===== src/rtl/vme_arb2.sv =====
// Two-master round-robin arbiter in front of a single VME-style slave port.
// Each master owns one pending slot; a single slave access is outstanding at a time, with timeout.
module vme_arb2 #(
  parameter int ADDR_HI = 2,
  parameter int TIMEOUT = 15
) (
  input  logic             Clk,
  input  logic             Rst,
  input  logic [ADDR_HI:2] M0_Addr,
  input  logic [31:0]      M0_WrData,
  input  logic             M0_RdMem,
  input  logic             M0_WrMem,
  output logic [31:0]      M0_RdData,
  output logic             M0_RdDone,
  output logic             M0_WrDone,
  output logic             M0_Err,
  input  logic [ADDR_HI:2] M1_Addr,
  input  logic [31:0]      M1_WrData,
  input  logic             M1_RdMem,
  input  logic             M1_WrMem,
  output logic [31:0]      M1_RdData,
  output logic             M1_RdDone,
  output logic             M1_WrDone,
  output logic             M1_Err,
  output logic [ADDR_HI:2] VMEAddr,
  output logic [31:0]      VMEWrData,
  output logic             VMERdMem,
  output logic             VMEWrMem,
  input  logic [31:0]      VMERdData,
  input  logic             VMERdDone,
  input  logic             VMEWrDone
);

  typedef enum logic [1:0] {IDLE, ISSUE, WAIT} state_t;

  state_t           state_q;
  logic [1:0]       slotValid_q;
  logic [1:0]       slotWr_q;
  logic [ADDR_HI:2] slotAddr_q [2];
  logic [31:0]      slotData_q [2];
  logic             grant_q;
  logic             lastGrant_q;
  logic             grantWr_q;
  logic [7:0]       cnt_q;
  logic [1:0]       rdDone_q;
  logic [1:0]       wrDone_q;
  logic [1:0]       err_q;
  logic [31:0]      rdData_q [2];
  logic [ADDR_HI:2] vmeAddr_q;
  logic [31:0]      vmeWrData_q;
  logic             vmeRdMem_q;
  logic             vmeWrMem_q;

  logic             grantSel_d;
  logic             matchDone_d;
  logic             timedOut_d;
  logic             complete_d;

  // Tie goes to the master not granted last; otherwise the single valid slot wins.
  always_comb begin
    grantSel_d  = (slotValid_q == 2'b11) ? ~lastGrant_q : slotValid_q[1];
    matchDone_d = grantWr_q ? VMEWrDone : VMERdDone;
    timedOut_d  = (state_q == WAIT) && !matchDone_d && (cnt_q == 8'(TIMEOUT - 1));
    complete_d  = ((state_q == ISSUE) || (state_q == WAIT)) && (matchDone_d || timedOut_d);
  end

  always_ff @(posedge Clk) begin
    if (Rst) begin
      state_q       <= IDLE;
      slotValid_q   <= '0;
      slotWr_q      <= '0;
      slotAddr_q[0] <= '0;
      slotAddr_q[1] <= '0;
      slotData_q[0] <= '0;
      slotData_q[1] <= '0;
      grant_q       <= 1'b0;
      lastGrant_q   <= 1'b1;
      grantWr_q     <= 1'b0;
      cnt_q         <= '0;
      rdDone_q      <= '0;
      wrDone_q      <= '0;
      err_q         <= '0;
      rdData_q[0]   <= '0;
      rdData_q[1]   <= '0;
      vmeAddr_q     <= '0;
      vmeWrData_q   <= '0;
      vmeRdMem_q    <= 1'b0;
      vmeWrMem_q    <= 1'b0;
    end else begin
      rdDone_q <= '0;
      wrDone_q <= '0;
      err_q    <= '0;

      // A full slot ignores new strobes, including in its completing cycle.
      if (!slotValid_q[0] && (M0_RdMem || M0_WrMem)) begin
        slotValid_q[0] <= 1'b1;
        slotWr_q[0]    <= M0_WrMem;
        slotAddr_q[0]  <= M0_Addr;
        slotData_q[0]  <= M0_WrData;
      end
      if (!slotValid_q[1] && (M1_RdMem || M1_WrMem)) begin
        slotValid_q[1] <= 1'b1;
        slotWr_q[1]    <= M1_WrMem;
        slotAddr_q[1]  <= M1_Addr;
        slotData_q[1]  <= M1_WrData;
      end

      case (state_q)
        IDLE: begin
          if (|slotValid_q) begin
            grant_q     <= grantSel_d;
            grantWr_q   <= slotWr_q[grantSel_d];
            vmeAddr_q   <= slotAddr_q[grantSel_d];
            vmeWrData_q <= slotData_q[grantSel_d];
            vmeRdMem_q  <= !slotWr_q[grantSel_d];
            vmeWrMem_q  <= slotWr_q[grantSel_d];
            state_q     <= ISSUE;
          end
        end
        ISSUE: begin
          vmeRdMem_q <= 1'b0;
          vmeWrMem_q <= 1'b0;
          cnt_q      <= '0;
          if (!complete_d) state_q <= WAIT;
        end
        WAIT:    cnt_q <= cnt_q + 8'd1;
        default: state_q <= IDLE;
      endcase

      if (complete_d) begin
        state_q              <= IDLE;
        slotValid_q[grant_q] <= 1'b0;
        lastGrant_q          <= grant_q;
        rdDone_q[grant_q]    <= !grantWr_q;
        wrDone_q[grant_q]    <= grantWr_q;
        err_q[grant_q]       <= timedOut_d;
        if (!grantWr_q) rdData_q[grant_q] <= timedOut_d ? 32'h0 : VMERdData;
      end
    end
  end

  assign M0_RdData = rdData_q[0];
  assign M1_RdData = rdData_q[1];
  assign M0_RdDone = rdDone_q[0];
  assign M1_RdDone = rdDone_q[1];
  assign M0_WrDone = wrDone_q[0];
  assign M1_WrDone = wrDone_q[1];
  assign M0_Err    = err_q[0];
  assign M1_Err    = err_q[1];
  assign VMEAddr   = vmeAddr_q;
  assign VMEWrData = vmeWrData_q;
  assign VMERdMem  = vmeRdMem_q;
  assign VMEWrMem  = vmeWrMem_q;

endmodule


===== config.mk =====
export PLATFORM = sky130hd
export DESIGN_NAME = vme_arb2
export DESIGN_NICKNAME = d
export VERILOG_FILES = /design/src/rtl/vme_arb2.sv
export SDC_FILE = /design/constraint.sdc
export NUM_CORES = 1
export LEC_CHECK = 0
export CAP_MARGIN = 30
export CORE_MARGIN = 8
export CORE_UTILIZATION = 50
export CTS_BUF_LIST = sky130_fd_sc_hd__clkbuf_4
export DETAILED_ROUTE_END_ITERATION = 6
export GPL_ROUTABILITY_DRIVEN = 0
export PLACE_DENSITY = 0.86
export SLEW_MARGIN = 40
export SYNTH_ARGS = -nofsm -noshare
export SYNTH_HDL_FRONTEND = slang
export SYNTH_SLANG_ARGS = --single-unit

===== constraint.sdc =====
create_clock -name Clk -period 5.5 [get_ports Clk]
set_clock_uncertainty 0.1 [all_clocks]
set_input_delay 1.1 -clock Clk [delete_from_list [all_inputs] [get_ports Clk]]
set_output_delay 1.1 -clock Clk [all_outputs]
set_load 0.005 [all_outputs]

==> qor.yml <==
final_layout:
  fillers: 1000
  final_nets: 871
  stdcell_area_mm2: 0.00990
  drive_gt1_share_pct: 6.47
  area_delta_synth_final_pct: 33.9
  fin_util_pct: 68.4
clock_tree:
  hold_buffers: 0
  max-clock-path-buffers: 2
  ctsHtreeMaxLevel: 4
  clock_latency_ns: 0.55
  cts_tree: "yes"
  clk_pin_slew_worst_paths_ns: 0.15
  clock-sinks: 188
  cts.repair.resized: 0
  cts_made_buffers: 17
  cts_root_buf: "clkbuf_4"
  post_cts_buffers: 0
worst_hold_path:
  hold_start: "VMEWrMem"
  hold_class: "flip-flop to flip-flop"
  min_path_cells: 2
sta:
  slew_viol_final: 0
  rsz0062_at_grt: "false"
  setup_viol: 0
  hold_viol_final: 0
  finalCritPeriodShare_pct: 48.7
  hold_ws_ns: 0.394
  slew_headroom_pct: 45.3
  fmax_mhz: 373
  tns_ns: 0
  worstMarginPinSlew_ns: 0.821
  finalCriticalPeriod_ns: 2.68
floorplan:
  initial_utilization_pct: 51.1
  die_x_um: 138
  io_pins: 211
  dieHeight_um: 138
  num_rows: 44
  coreArea_mm2: 0.0145
  die_area_mm2: 0.0189
outcome:
  outcome: "finished, final reports clean"
pwr:
  ir_drop_mv: 0.186
  power_mw: 3.78
  p_leak_nw: 3.86
  cellPowerDensity_mw_per_mm2: 382
detailed_routing:
  ant_nets: 0
  drt-total-wl_um: 17000
  routed_via_density: 5.21
  vias: 4988
  drt-initial-drc-count: 307
  firstDrtPassIters: 4
  wl_per_cell_um: 17.7
  drc: 0
synth:
  synth_xor_area_share_pct: 0.473
  async_flop_share_pct: 0
  syn_inst: 562
  muxShareOfSynthArea_pct: 4.94
  synth_top_family_by_area: "simple AND/OR/NAND/NOR gates"
  synth_compound_area_share_pct: 5.94
  yosysTopAreaCell: "edfxtp_1"
  netlist.area_leader.share_pct: 52.8
  syn_avg_cell_area_um2: 13.2
  syn_nets: 673
  synthSimpleGateAreaFrac_pct: 16.4
  ys.flop_type: "edfxtp_1"
  netlist_area_mm2: 0.00740
  synthAdderAreaFrac_pct: 0.845
  ys_warn_count: 0
  synth.top_cells.by_area: "edfxtp_1 53%, dfxtp_1 16%, and2_1 5.7%"
  synth.most_common_cell: "edfxtp_1"
  synth-edff-count: 130
  ys_ff_latch: 188
  seq_area_frac_synth_pct: 68.4
  ys_top_cells_by_count: "130 x edfxtp_1, 68 x and2_1, 65 x and3_1"
  ys_types: 37
placement:
  port_buffers: 210
  hpwl_um: 12600
  place_area_mm2: 0.00965
worst_setup_path:
  crit_slowest_cell: "clkdlybuf4s50_1"
  end_kind: "output port"
  cpLargestDelayFamily: "buffers and inverters"
  path_cells: "clkdlybuf4s50_1"
  crit_start: "VMEWrData[19]"
  cp_num_cells: 1
  startpoint_type: "flip-flop"
  crit_fanout: 2
  required_ns: 4.30
  r2r_cells: 7
  r2r_start: "state_q[0]"
  cp.arrival_ns: 1.48
  slowest_delay_ns: 0.53
  critPathKind: "flip-flop to output port"
  cp_num_buf_inv: 1
global_route:
  grt_first_pass_wirelength_um: 26000
  overflow: 0
  antenna_found_initial: 1
  grt_pass1_vias: 5204
  grt_usage_pct: 17.7
  grt_max_degree: 65
flow_run:
  drv_cap: 0
==> registers in the layout, indices dropped and copies added (netlist names) <==
register     flops
grantWr_q        1
cnt_q            8
VMEWrMem         1
slotWr_q         2
state_q          2
slotAddr_q       2
rdDone_q         2
lastGrant_q      1
slotData_q      64
slotValid_q      2
grant_q          1
err_q            2
rdData_q        64
VMEWrData       32
VMEAddr          1
wrDone_q         2
VMERdMem         1
==> layer usage <==
| metal | global-route usage [%] | wire length (um) |
|---|---|---|
| met4 | 7.12 | 325 |
| met1 | 20.7 | 6850 |
| met2 | 29.6 | 8090 |
| met5 | 0 | 0 |
| met3 | 5.87 | 1710 |
==> cell usage in the layout, fill, tap and decap left out, types with 6 or more instances in the layout <==
cell type / Yosys / routed
clkbuf_4: 0 / 18
a211oi_1: 36 / 36
inv_1: 8 / 8
and3_1: 65 / 65
nand2_1: 6 / 6
nor2_1: 54 / 53
a21oi_1: 11 / 10
mux2i_1: 35 / 35
dfxtp_1: 58 / 58
nor3_1: 8 / 8
buf_4: 0 / 8
and2_1: 68 / 68
clkdlybuf4s50_1: 0 / 209
edfxtp_1: 130 / 130
==> through the flow <==
stage,setup WS (ns),cells
final,2.82,958
after global placement,2.29,924
after CTS,2.78,957
after floorplan,1.94,562
after global routing,2.69,958
after detailed placement,2.34,925
==> cells by family after synthesis <==
group                      after synthesis
and+or+nand+nor                        219
DFF                                    188
AOI/OAI and AO/OA                       63
buffers and inverters                   47
muxes                                   36
adders and majority gates                5
xor gates and xnor gates                 4
==> final timing paths <==
path                           to  slack (ns)
hold reg to reg          VMEWrMem        0.39
hold / removal           VMEWrMem        0.39
setup / recovery    VMEWrData[19]        2.82
setup reg to reg  rdData_q[0][30]        2.84
==> final cells by class <==
class | count | area [um^2] | area share (%)
well taps | 184 | 230 | 2.32
inverters | 8 | 30.0 | 0.303
repair buffers | 218 | 2170 | 21.9
multi-input cells | 327 | 2160 | 21.8
flip-flops and latches | 188 | 5060 | 51.1
diodes | 1 | 2.50 | 0.0253
clock buffers | 18 | 135 | 1.36
clock inverters | 14 | 113 | 1.14
==> power by group <==
| group | switching (mW) | internal, mW | total, mW |
|---|---|---|---|
| clock network | 0.472 | 0.194 | 0.665 |
| registers | 0.149 | 1.82 | 1.97 |
| logic | 0.556 | 0.591 | 1.15 |
(Power assumes the default switching activity.)
